[src/rtl/gb_fb_pkg.sv]
// Shared types and constants for the Game Boy framebuffer triple-buffer scheduler.
package gb_fb_pkg;

  typedef logic [1:0] bank_t;

  localparam int unsigned FB_PIXELS = 23040;
  localparam int unsigned FB_ADDR_W = 15;

  typedef enum logic {
    WR_IDLE,
    WR_FILL
  } wr_state_t;

endpackage

[src/rtl/gb_fb_wr_addr_gen.sv]
// Writer FSM: pixel counter, end-of-frame wrap detection and registered framebuffer write port.
module gb_fb_wr_addr_gen
  import gb_fb_pkg::*;
#(
  parameter int unsigned FB_PIXELS = gb_fb_pkg::FB_PIXELS,
  parameter int unsigned FB_ADDR_W = gb_fb_pkg::FB_ADDR_W
) (
  input  logic                 clk,
  input  logic                 reset_n,
  input  logic                 lcd_on,
  input  logic                 px_valid,
  input  logic [1:0]           px_data,
  input  bank_t                cur_bank,
  output logic                 wr_we,
  output bank_t                wr_bank,
  output logic [FB_ADDR_W-1:0] wr_addr,
  output logic [1:0]           wr_data,
  output logic                 frame_done
);

  localparam logic [FB_ADDR_W-1:0] LAST_PX = FB_ADDR_W'(FB_PIXELS - 1);

  wr_state_t            r_state;
  logic [FB_ADDR_W-1:0] r_cnt;
  logic                 r_we;
  bank_t                r_bank;
  logic [FB_ADDR_W-1:0] r_addr;
  logic [1:0]           r_data;

  logic w_write;
  logic w_last;

  // A pixel is accepted only while filling with the LCD still on in the same cycle.
  assign w_write    = (r_state == WR_FILL) && lcd_on && px_valid;
  assign w_last     = (r_cnt == LAST_PX);
  assign frame_done = w_write && w_last;

  always_ff @(posedge clk or negedge reset_n) begin
    if (!reset_n) begin
      r_state <= WR_IDLE;
      r_cnt   <= '0;
      r_we    <= 1'b0;
      r_bank  <= '0;
      r_addr  <= '0;
      r_data  <= '0;
    end else begin
      r_we <= 1'b0;
      case (r_state)
        WR_IDLE: begin
          r_cnt <= '0;
          if (lcd_on) r_state <= WR_FILL;
        end
        WR_FILL: begin
          if (!lcd_on) begin
            r_state <= WR_IDLE;
            r_cnt   <= '0;
          end else if (px_valid) begin
            r_we   <= 1'b1;
            r_bank <= cur_bank;
            r_addr <= r_cnt;
            r_data <= px_data;
            r_cnt  <= w_last ? '0 : r_cnt + 1'b1;
          end
        end
        default: r_state <= WR_IDLE;
      endcase
    end
  end

  assign wr_we   = r_we;
  assign wr_bank = r_bank;
  assign wr_addr = r_addr;
  assign wr_data = r_data;

endmodule

[src/rtl/gb_fb_bank_sched.sv]
// Triple-buffer bank scheduler: rotates writer/reader/pending bank roles so scan-out never tears.
module gb_fb_bank_sched
  import gb_fb_pkg::*;
#(
  parameter int unsigned FB_PIXELS = gb_fb_pkg::FB_PIXELS,
  parameter int unsigned FB_ADDR_W = gb_fb_pkg::FB_ADDR_W,
  parameter int unsigned DROP_W    = 8
) (
  input  logic                 clk,
  input  logic                 reset_n,
  input  logic                 lcd_on,
  input  logic                 px_valid,
  input  logic [1:0]           px_data,
  input  logic                 rd_vsync,
  output logic                 wr_we,
  output logic [1:0]           wr_bank,
  output logic [FB_ADDR_W-1:0] wr_addr,
  output logic [1:0]           wr_data,
  output logic [1:0]           rd_bank,
  output logic                 rd_valid,
  output logic [DROP_W-1:0]    frames_dropped
);

  bank_t             r_w;
  bank_t             r_r;
  bank_t             r_p;
  logic              r_pend;
  logic              r_rd_valid;
  logic [DROP_W-1:0] r_drop;

  logic w_frame_done;
  logic w_drop;

  gb_fb_wr_addr_gen #(
    .FB_PIXELS(FB_PIXELS),
    .FB_ADDR_W(FB_ADDR_W)
  ) u_wr (
    .clk       (clk),
    .reset_n   (reset_n),
    .lcd_on    (lcd_on),
    .px_valid  (px_valid),
    .px_data   (px_data),
    .cur_bank  (r_w),
    .wr_we     (wr_we),
    .wr_bank   (wr_bank),
    .wr_addr   (wr_addr),
    .wr_data   (wr_data),
    .frame_done(w_frame_done)
  );

  // A pending frame is lost whenever a newer completed frame supersedes it.
  assign w_drop = w_frame_done && r_pend;

  always_ff @(posedge clk or negedge reset_n) begin
    if (!reset_n) begin
      r_w        <= 2'd0;
      r_r        <= 2'd1;
      r_p        <= 2'd2;
      r_pend     <= 1'b0;
      r_rd_valid <= 1'b0;
      r_drop     <= '0;
    end else begin
      case ({w_frame_done, rd_vsync})
        2'b10: begin
          r_w    <= r_p;
          r_p    <= r_w;
          r_pend <= 1'b1;
        end
        2'b01: begin
          if (r_pend) begin
            r_r        <= r_p;
            r_p        <= r_r;
            r_pend     <= 1'b0;
            r_rd_valid <= 1'b1;
          end
        end
        2'b11: begin
          // Freshest frame bypasses pending and goes straight to scan-out.
          r_r        <= r_w;
          r_w        <= r_r;
          r_pend     <= 1'b0;
          r_rd_valid <= 1'b1;
        end
        default: ;
      endcase
      if (w_drop && (r_drop != '1)) r_drop <= r_drop + 1'b1;
    end
  end

  assign rd_bank        = r_r;
  assign rd_valid       = r_rd_valid;
  assign frames_dropped = r_drop;

endmodule

[config.mk]
export PLATFORM = sky130hd
export DESIGN_NAME = gb_fb_bank_sched
export DESIGN_NICKNAME = d
export VERILOG_FILES = /design/src/rtl/gb_fb_pkg.sv /design/src/rtl/gb_fb_wr_addr_gen.sv /design/src/rtl/gb_fb_bank_sched.sv
export SDC_FILE = /design/constraint.sdc
export NUM_CORES = 1
export LEC_CHECK = 0
export BUFFER_PORTS_ARGS = -buffer_cell sky130_fd_sc_hd__buf_2
export CAP_MARGIN = 20
export CORE_UTILIZATION = 38
export CTS_CLUSTER_DIAMETER = 60
export DETAILED_ROUTE_END_ITERATION = 10
export SLEW_MARGIN = 20
export SYNTH_ARGS = -nofsm -noshare
export SYNTH_HDL_FRONTEND = slang
export SYNTH_SLANG_ARGS = --single-unit
export TNS_END_PERCENT = 20
[constraint.sdc]
create_clock -name clk -period 2.95 [get_ports clk]
set_input_delay 0.59 -clock clk [delete_from_list [all_inputs] [get_ports clk]]
set_output_delay 0.59 -clock clk [all_outputs]
set_load 0.05 [all_outputs]
### After elaboration in Yosys (flattened, before gate mapping)

Cells that the tools add are included.
W data, S select, Z words.

* output and inout bits: 31
* word-level logic and storage cells: 51
* flip-flop bits (word level): 52
* input port bits: 7

* bitwise gates (word level): 1
* equality and inequality tests: 7
* reductions and logical operators: 13
* add/subtract/negate cells: 2
* mux-type cells: 16

Operators by type and width (number)
* $mux W15: 3
* $pmux W15 S2: 1
* $add A15 B1 Y15 const B: 1
* $eq A15 B15 Y1 const B: 1
* $pmux W2 S2: 3
* $add A8 B1 Y8 const B: 1
* $ne A8 B8 Y1 const B: 1
* $reduce_bool A2 Y1: 4
* $logic_and A1 B1 Y1: 5
* $mux W1: 5
* $eq A2 B2 Y1 const B: 2
* $mux W2: 2
* $pmux W1 S2: 2
* $reduce_and A2 Y1: 2
* $ne A3 B3 Y1 const B: 1
* $reduce_and A3 Y1: 1
* $eq A2 B1 Y1 const B: 1
* $ne A2 B2 Y1 const B: 1
* $reduce_or A2 Y1: 1
* $not A1 Y1: 1

### Logic depth before layout (Yosys ltp)

Gate-level depths: netlist of run 1.

* depth after elaboration: 6
* mapped depth: 7
* depth with buffers taken out: 6

### Hierarchy

Synthesis of run 1 repeated with hierarchy kept, for this count alone.

* cell total of the unflattened synthesis: 217
* area, all modules: 2472.4 µm²

Modules (own cells, without submodules)
* gb_fb_wr_addr_gen: cells an instance 139, instances 1, area each 1666.6 µm², seq. area each 900.9 µm²
* gb_fb_bank_sched: cells an instance 78, instances 1, area each 805.8 µm², seq. area each 402.9 µm²

### Worst setup path before layout of run 1

No wires, ideal clock.

* path kind: register -> register
* from: register u_wr.r_cnt[9]
* to: register r_drop[1], in the netlist frames_dropped[1]
* library setup time: 125 ps
* data required time: 2825 ps
* path buffers: 1
* arrival time: 2009 ps
* stages on the path, launching flop included: 7
* setup slack: 816 ps
* clock period less this slack: 2134 ps
* cell sequence: dfrtp_1 or4b_4 nor4_4 and2_1 buf_6 and3_4 mux2_4

* word-level cells in the longest chain between the ends: 4

Ends and longest elaborated chain
* from (decl): line gb_fb_wr_addr_gen.sv:24 `logic [FB_ADDR_W-1:0] r_cnt;`
* from (signal assigned): line gb_fb_wr_addr_gen.sv:62 `r_cnt <= w_last ? '0 : r_cnt + 1'b1;`
* $eq A15 B15 Y1: line gb_fb_wr_addr_gen.sv:35 `assign w_last = (r_cnt == LAST_PX);`
* $logic_and A1 B1 Y1: line gb_fb_wr_addr_gen.sv:36 `assign frame_done = w_write && w_last;`
* $logic_and A1 B1 Y1: line gb_fb_bank_sched.sv:52 `assign w_drop = w_frame_done && r_pend;`
* $logic_and A1 B1 Y1: line gb_fb_bank_sched.sv:86 `if (w_drop && (r_drop != '1)) r_drop <= r_drop + 1'b1;`
* to (signal assigned): line gb_fb_bank_sched.sv:86
* to (decl): line gb_fb_bank_sched.sv:29 `logic [DROP_W-1:0] r_drop;`

No other way between the ends.
A chain may end at the register's enable or synchronous reset.

### Final worst setup path of run 1

Ends and elaborated chain as after synthesis.

==> reports/metrics.csv, run 1 <==
stage,metric,value,unit
status,status,"complete, no violations",
drt,viasPerCell,5.29,
power_and_ir_drop,irDropWorstVdd,0.236,mV
layout,drive_above_1_share,20.3,%
placed_design,place_inst,373,
grt,antenna_found_initial,0,
timing,maxSlewHeadroom,37.3,%
synthesis,synthTopCellsByArea,"dfrtp_1 (51%), nand2_1 (11%), nand3_1 (4.3%), nor2_1 (2.7%), and3_1 (2.5%)",
clocking,cts-root-buf,clkbuf_8,
floorplan,die_h,82.4,um
critical_path,r2r_cells,6,
clocking,numCtsBuffers,5,
drt,vias,2014,
critical_path,cp.required,3.16,ns
timing,hold_viol,0,
clocking,htree_levels,2,
clocking,post-cts-setup-buffer-count,0,
critical_path,cp.arrival,2.53,ns
synthesis,synth_edf_count,0,
drt,remaining_drc_errors,0,
layout,area_growth,15.0,%
min_path,hold_path_class,input port to async pin,
grt,grt_first_pass_wirelength,9.07,mm
synthesis,ys_seq_area_share,53.0,%
clocking,clkLatencyLatePin,0.31,ns
timing,fmax,0.431,GHz
layout,finalNetCount,314,
synthesis,syn_area,2460,sq um
placed_design,pre_cts_slack,0.637,ns
grt,grt_max_degree,19,
synthesis,syn_inst,265,
placed_design,hpwl,3.68,mm
drt,antenna_left,0,
clocking,path_clk_slew,0.10,ns
timing,finalCriticalPeriod,2.32,ns
timing,finalCritPeriodShare,78.7,%
drt,wl_per_cell,13.9,um
placed_design,placed_area,2730,sq um
clocking,clkSinkCount,52,
synthesis,synthesis.nets,274,
grt,grt.busiest_layer,met2,
power_and_ir_drop,power.internal,0.941,mW
synthesis,yosysUniqueCellTypes,37,
critical_path,worstSetupPathType,flop to flop,
power_and_ir_drop,power_switching,0.316,mW
layout,fin_cells,381,
synthesis,synth_top_area_share,50.9,%
synthesis,async_flop_share,100,%
synthesis,ys_seq_elements,52,
grt,use_met2,26.0,%
grt,track_usage,17.9,%
drt,drt-initial-drc-count,111,
timing,skew,0.0101,ns
grt,grt_use_met1,25.3,%
placed_design,place.gp.congestion,0.833,
timing,hold_ws,0.198,ns
drt,drt_wl_total,5.30,mm
timing,final-setup-viol-count,0,
timing,finalWorstSetupSlack,0.629,ns
power_and_ir_drop,powerDensity,444,nW/um^2
run,drv_cap,0,
timing,fin_setup_tns,0,ns
timing,finalMaxSlewViolations,0,
synthesis,synthFlopType,dfrtp_1,
synthesis,synth_area_per_cell,9.28,sq um
power_and_ir_drop,finalPower,1.26,mW
layout,num_antenna_cells,0,
grt,grt_pass1_vias,1906,
synthesis,synth_common_cells,"nand2_1 (73), dfrtp_1 (50), nand3_1 (21), nor2_1 (18)",
power_and_ir_drop,p_comb_share,7.7,%
grt,use_met3,4.07,%
grt,grt.overflow.total,0,
power_and_ir_drop,power_frac_seq,58.8,%
timing,rsz0062_at_grt,no,
clocking,clk_path_buf_depth,2,
floorplan,die_area,6800,sq um
clocking,postCtsHoldBufs,0,
critical_path,cp-start-kind,flop,
power_and_ir_drop,p_leak,1.48,nW
timing,worst_slew_pin_slew,0.937,ns
floorplan,core_area,6100,sq um
layout,final_util,46.4,%
floorplan,start_util,40.3,%
power_and_ir_drop,p_clk_share,33.5,%
critical_path,cp_max_fo,9,
layout,fillers,611,
floorplan,rows,28,
floorplan,ios,38,
floorplan,dieWidth,82.4,um
layout,design_area,2830,sq um
synthesis,yosys_warnings,0,
synthesis,synthMostInstantiatedCell,nand2_1,
critical_path,end_kind,flop,
clocking,cts_tree,built,
power_and_ir_drop,sw_frac_of_total,25.1,%
synthesis,post-synth-top-area-cell,dfrtp_1,
drt,drtPass1Iterations,4,
placed_design,io_buffers,37,
clocking,post_cts_resized,0,
worst max-delay path: stages, from the launching register on:
cell,delay [ns]
dfrtp_1,0.46
or4b_4,0.57
nor4_4,0.34
and2_1,0.18
buf_4,0.16
and3_4,0.21
mux2_4,0.29
kinds of logic (layout without fill, tap and decap cells):
group           count (synthesis)  after routing  synth area share (%)
flops                          52             52                  53.0
xor+xnor                        8              8                  2.85
simple gates                  149            149                  29.4
buf+inv                        15             56                  3.05
fa+ha+maj                       2              2                  1.02
compound gates                 34             34                  8.40
mux                             5              5                  2.24
area by class of cell:
cell class	count	area (sq um)	share of cell area (%)
clock buffer	6	82.6	2.92
clock inverter	2	10.0	0.354
inverter	3	11.3	0.398
multi-input combinational	198	1080	38.2
sequential	52	1300	46.1
tap	75	93.8	3.32
timing repair buffer	45	245	8.68
state kept, by name, indices dropped and copies added (netlist names), 2 cells and up:
register	count
rd_bank	2
u_wr.r_cnt	15
u_wr.wr_data	2
r_w	2
u_wr.wr_bank	2
frames_dropped	8
u_wr.wr_addr	15
r_p	2
per-layer routing:
metal	part of all wire, %	up-vias	wire length, um
li1	-	990	-
met1	51	966	2710
met2	43	48	2260
met3	4.3	10	229
met4	1.9	0	99
met5	0	-	0
cells in the final DEF (no fill, tap or decap), drive strengths merged, types with 6 or more instances in the layout:
cell and instances:
nand2 74, dfrtp 50, buf 45, nand3 21, nor2 18, and3 11
o21ai 10, a31oi 9, a21oi 8, clkbuf 6
power groups by stage:
stage	Clock [mW]	Combinational, mW	Sequential [mW]
final	0.421	0.0969	0.738
after global routing	0.463	0.108	0.741
after CTS	0.432	0.0984	0.738
after detailed placement	0	0.0977	0.752
after global placement	0	0.0972	0.752
after floorplan	0	0.0336	0.775
path summary, 6_finish.rpt:
kind | slack, ns | startpoint | to
min in group clk | 0.42 | lcd_on | u_wr.r_state$_DFF_PN0_
max in group asynchronous | 2.09 | reset_n | rd_bank[0]$_DFFE_PN1P_
min | 0.20 | reset_n | u_wr.r_cnt[6]$_DFFE_PN0P_
max reg2reg | 0.63 | u_wr.r_cnt[9]$_DFFE_PN0P_ | frames_dropped[1]$_DFFE_PN0P_
max | 0.63 | u_wr.r_cnt[9]$_DFFE_PN0P_ | frames_dropped[1]$_DFFE_PN0P_
min reg2reg | 0.47 | rd_valid$_DFFE_PN0P_ | rd_valid$_DFFE_PN0P_
Note: power is estimated with default switching activity, not from simulation.
==> inputs of run 2 (changes only) <==
==> constraint.sdc (replaced) <==
create_clock -name clk -period 2.2 [get_ports clk]
set_input_delay 0.44 -clock clk [delete_from_list [all_inputs] [get_ports clk]]
set_output_delay 0.44 -clock clk [all_outputs]
set_load 0.05 [all_outputs]
==> run 2 against run 1 <==
  * Wire length is 2.1% lower
  * Hold slack got worse by 0.11 ns
  * Sequential power is 34% higher
  * Sequential share of layout area is 1.2 points lower
  * Global-route usage fell by 0.48 points
  * Core utilization increased by 1.2 points
  * Clock skew is 0.0029 ns lower
  * Final cell count is 1.3% higher
  * Largest power group unchanged
  * Highest routed layer unchanged
==> reports/metrics.csv, run 2 (same netlist as run 1, synthesis figures left out) <==
stage,metric,value,unit
floorplan,die_area,6800,sq um
drt,vias,1986,
clocking,cts-root-buf,clkbuf_8,
drt,wl_met3,249,um
critical_path,rrSetupSlack,0.13,ns
clocking,post-cts-setup-buffer-count,0,
grt,grt_first_pass_wirelength,8.91,mm
grt,grt_max_degree,34,
placed_design,pre_cts_slack,0.176,ns
power_and_ir_drop,p_clk_share,37.4,%
critical_path,r2r_cells,6,
grt,grt_pass1_vias,1839,
timing,fmax,0.482,GHz
clocking,clkLatencyLatePin,0.31,ns
timing,rsz0062_at_grt,yes,
grt,antenna_found_initial,0,
layout,mostFrequentLayoutCells,"nand2_1 (73), dfrtp_1 (50), buf_2 (37)",
power_and_ir_drop,power_switching,0.439,mW
drt,viasPerCell,5.15,
clocking,clk_path_buf_depth,2,
drt,drt-met1-wl,2.64,mm
layout,layout_commonest_cell,nand2_1,
timing,finalWorstSetupSlack,0.127,ns
status,status,"complete, no violations",
drt,remaining_drc_errors,0,
power_and_ir_drop,power.internal,1.35,mW
timing,final-setup-viol-count,0,
layout,final_util,47.6,%
drt,topRoutingLayerUsed,met4,
floorplan,rows,28,
floorplan,start_util,40.3,%
layout,drive_above_1_share,21.9,%
power_and_ir_drop,power_frac_seq,55.2,%
critical_path,cp-start-kind,flop,
floorplan,dieWidth,82.4,um
clocking,clkSinkCount,52,
drt,drtPass1Iterations,4,
min_path,hold_path_class,input port to async pin,
clocking,htree_levels,2,
drt,wl_per_cell,13.5,um
timing,hold_viol,0,
power_and_ir_drop,p_leak,1.52,nW
power_and_ir_drop,powerDensity,618,nW/um^2
placed_design,hpwl,3.65,mm
clocking,numCtsBuffers,5,
clocking,path_clk_slew,0.10,ns
floorplan,die_h,82.4,um
timing,finalCritPeriodShare,94.2,%
power_and_ir_drop,sw_frac_of_total,24.5,%
drt,met2_length,2.25,mm
timing,finalMaxSlewViolations,0,
drt,antenna_left,0,
grt,grt.overflow.total,0,
floorplan,core_area,6100,sq um
timing,maxSlewHeadroom,67.1,%
grt,track_usage,17.4,%
layout,finalNetCount,319,
timing,finalCriticalPeriod,2.07,ns
power_and_ir_drop,p_comb_share,7.4,%
drt,drt-initial-drc-count,106,
placed_design,io_buffers,37,
timing,skew,0.00717,ns
clocking,cts_tree,built,
clocking,postCtsHoldBufs,0,
critical_path,cp_max_fo,10,
layout,area_growth,18.0,%
critical_path,cp.required,2.44,ns
power_and_ir_drop,irDropWorstVdd,0.401,mV
floorplan,ios,38,
placed_design,place.gp.congestion,0.784,
drt,drt_wl_total,5.19,mm
layout,num_antenna_cells,0,
critical_path,worstSetupPathType,flop to flop,
critical_path,end_kind,flop,
critical_path,cp.arrival,2.31,ns
timing,worst_slew_pin_slew,0.493,ns
run,drv_cap,0,
[run 2: cell count changes in the layout (fill, tap and decap cells not counted), sizes merged]
cell and change:
buf +5, bufinv +1, clkbuf -1, clkinv -2, clkinvlp +1, inv +1
[run 2: layout make-up]
type	instances	area [sq um]
clock buffer	5	68.8
clock inverter	3	46.3
fill	628	3190
inverter	3	11.3
multi-input combinational	198	1080
sequential	52	1300
tap	75	93.8
timing repair buffer	50	295
[run 2: path summary, 6_finish.rpt]
| kind | startpoint | end |
|---|---|---|
| setup / recovery | u_wr.r_cnt[9]$_DFFE_PN0P_ | frames_dropped[4]$_DFFE_PN0P_ |
| hold / removal | reset_n | u_wr.wr_addr[8]$_DFFE_PN0P_ |
| setup reg to reg | u_wr.r_cnt[9]$_DFFE_PN0P_ | frames_dropped[4]$_DFFE_PN0P_ |
| hold reg to reg | rd_valid$_DFFE_PN0P_ | rd_valid$_DFFE_PN0P_ |
| max in group asynchronous | reset_n | rd_bank[0]$_DFFE_PN1P_ |
| min in group clk | lcd_on | u_wr.r_state$_DFF_PN0_ |
[run 2: worst max-delay path: stages, from the launching register on]
cell     delay (ns)
dfrtp_1        0.39
or4b_4         0.55
nor4_4         0.30
buf_4          0.24
nand2_4        0.10
nor3_1         0.24
xor2_1         0.18
[run 2: timing repair]
| item | CTS | global route |
|---|---|---|
| endpoints found under the hold margin | 0 | 0 |
| gates resized for setup | 0 | 1 |
| setup endpoints to repair | 0 | 3 |
[run 2: metal layers]
metal,GRT usage [%],vias to the layer above
met5,0,-
met4,4.74,0
met3,3.96,4
met2,26.0,52
met1,25.3,928
li1,-,1002
[run 2: power by group through the flow]
stage	clock network, mW	registers (mW)	logic, mW
CTS	0.691	0.990	0.135
global placement	0	1.01	0.133
global route	0.727	0.993	0.150
floorplan	0	1.04	0.0451
detailed placement	0	1.01	0.134
finish	0.671	0.990	0.133
[run 2: through the flow]
| step | area [sq um] | power, mW | setup TNS, ns | std cells | hold WS (ns) |
|---|---|---|---|---|---|
| floorplan | 2460 | 1.08 | 0 | 265 | 0.144 |
| global placement | 2780 | 1.14 | 0 | 378 | 0.435 |
| detailed placement | 2780 | 1.14 | 0 | 378 | 0.431 |
| CTS | 2900 | 1.82 | 0 | 386 | 0.0913 |
| global route | 2900 | 1.87 | -0.0444 | 386 | 0.116 |
| finish | 2900 | 1.79 | 0 | 386 | 0.0876 |
==> inputs of run 3 (changes only) <==
==> constraint.sdc (replaced) <==
create_clock -name clk -period 2.2 [get_ports clk]
set_input_delay 0.44 -clock clk [delete_from_list [all_inputs] [get_ports clk]]
set_output_delay 0.44 -clock clk [all_outputs]
set_load 0.1 [all_outputs]
==> run 3 against run 2 <==
  * Global-route usage grew 0.11 points
  * Clock power grew 1%
  * Wire length grew 3.7%
  * Largest power group unchanged
  * Clock skew grew 0.0055 ns
  * Final area grew 0.65%
  * Core utilization grew 0.31 points
  * Via count grew 1.5%
  * Die area is the same
==> reports/metrics.csv, run 3 (same netlist as run 1, synthesis figures left out) <==
stage,metric,value,unit
grt,grt_max_degree,33,
clocking,clkLatencyLatePin,0.31,ns
drt,vias,2016,
critical_path,end_kind,flop,
drt,wl_per_cell,13.9,um
critical_path,cp.arrival,2.32,ns
drt,drt-initial-drc-count,130,
clocking,htree_levels,2,
clocking,clk_path_buf_depth,2,
critical_path,slowest_delay,0.55,ns
timing,maxSlewHeadroom,64.6,%
grt,antenna_found_initial,0,
clocking,numCtsBuffers,5,
critical_path,crit_slowest_cell,or4b_4,
power_and_ir_drop,p_leak,1.52,nW
min_path,hold_path_class,input port to async pin,
timing,fin_setup_tns,0,ns
timing,rsz0062_at_grt,no,
drt,antenna_left,0,
critical_path,startpoint,u_wr.r_cnt[9]$_DFFE_PN0P_,
layout,num_antenna_cells,0,
grt,track_usage,17.5,%
run,drv_cap,0,
grt,grt.overflow.total,0,
clocking,cts-root-buf,clkbuf_8,
floorplan,start_util,40.3,%
layout,final_util,47.9,%
critical_path,worstSetupPathType,flop to flop,
clocking,postCtsHoldBufs,0,
timing,fmax,0.473,GHz
layout,drive_above_1_share,23.3,%
timing,finalCriticalPeriod,2.11,ns
grt,grt_first_pass_wirelength,8.98,mm
placed_design,io_buffers,37,
critical_path,crit_chain,or4b_4 > nor4_4 > and2_1 > and3_4 > mux2_4,
timing,hold_viol,0,
layout,area_growth,18.8,%
drt,drtPass1Iterations,4,
floorplan,die_area,6800,sq um
layout,layout_commonest_cell,nand2_1,
placed_design,hpwl,3.72,mm
timing,skew,0.0127,ns
drt,remaining_drc_errors,0,
floorplan,ios,38,
power_and_ir_drop,powerDensity,630,nW/um^2
clocking,clkSinkCount,52,
critical_path,rrSetupSlack,0.09,ns
critical_path,cp_max_fo,5,
grt,grt_pass1_vias,1855,
placed_design,place.gp.congestion,0.836,
drt,drt_wl_total,5.38,mm
timing,final-setup-viol-count,0,
layout,mostFrequentLayoutCells,"nand2_1 (73), dfrtp_1 (46), buf_2 (37)",
drt,viasPerCell,5.20,
timing,finalMaxSlewViolations,0,
status,status,"complete, no violations",
timing,worst_slew_pin_slew,0.532,ns
floorplan,core_area,6100,sq um
clocking,path_clk_slew,0.10,ns
floorplan,die_h,82.4,um
timing,finalCritPeriodShare,96.0,%
layout,finalNetCount,321,
critical_path,cp.required,2.40,ns
critical_path,reg2reg_from,u_wr.r_cnt[9]$_DFFE_PN0P_,
critical_path,cp-start-kind,flop,
clocking,cts_tree,built,
power_and_ir_drop,irDropWorstVdd,0.422,mV
critical_path,crit_path_end,frames_dropped[1]$_DFFE_PN0P_,
floorplan,rows,28,
floorplan,dieWidth,82.4,um
critical_path,r2r_cells,5,
critical_path,r2r_end,frames_dropped[1]$_DFFE_PN0P_,
## run 3: cell types whose count changed in the layout (fill, tap and decap cells not counted), sizes merged
cell      before  now
clkinvlp       1    0
buf           50   52
clkbuf         5    6
## run 3: worst min path at each step
stage / start / to / slack (ns) / depth (start not counted)
floorplan: reset_n / frames_dropped[0]$_DFFE_PN0P_ / 0.14 / 0
global route: reset_n / u_wr.wr_addr[3]$_DFFE_PN0P_ / 0.14 / 1
CTS: reset_n / u_wr.r_cnt[4]$_DFFE_PN0P_ / 0.11 / 1
detailed placement: rd_valid$_DFFE_PN0P_ / rd_valid$_DFFE_PN0P_ / 0.45 / 1
finish: reset_n / u_wr.wr_addr[3]$_DFFE_PN0P_ / 0.1 / 1
global placement: rd_valid$_DFFE_PN0P_ / rd_valid$_DFFE_PN0P_ / 0.44 / 1
## run 3: area by class of cell
| type | count | area (sq um) |
|---|---|---|
| inverters | 3 | 11.3 |
| flip-flops and latches | 52 | 1310 |
| multi-input cells | 198 | 1080 |
| clock buffers | 6 | 72.6 |
| clock inverters | 2 | 38.8 |
| fillers | 598 | 3180 |
| well taps | 75 | 93.8 |
| repair buffers | 52 | 310 |
## run 3: power by group
part	switching, mW	total (mW)	internal [mW]
combinational	0.133	0.170	0.0374
sequential	0.0155	0.991	0.975
clock	0.335	0.680	0.344
total	0.484	1.84	1.36
## run 3: routing by layer
layer / GRT usage (%) / wire, um
met4: 7.37 / 61
met5: 0 / 0
met3: 3.30 / 247
met1: 25.5 / 2750
met2: 25.4 / 2320
## run 3: metrics by stage
stage	setup WS, ns	cells	cell area, sq um	hold WS, ns	total power, mW
floorplan	0.0642	265	2460	0.144	1.12
global placement	0.144	380	2800	0.444	1.18
detailed placement	0.108	380	2800	0.450	1.18
CTS	0.0883	388	2910	0.114	1.86
global route	0.0120	388	2920	0.136	1.91
finish	0.0877	388	2920	0.0976	1.84
## run 3: worst max-delay path: cells and delay by family (launching register included)
kind             cells  cell delay [ns]
flip-flops           1             0.40
multiplexers         1             0.29
AND/OR/NAND/NOR      4             1.31
## run 3: repair_timing
| action | 4_1_cts | 5_1_grt |
|---|---|---|
| resized for setup | 0 | 2 |
| endpoints found under the setup margin | 0 | 1 |
| setup buffers | 0 | 0 |
| hold endpoints to repair | 0 | 0 |
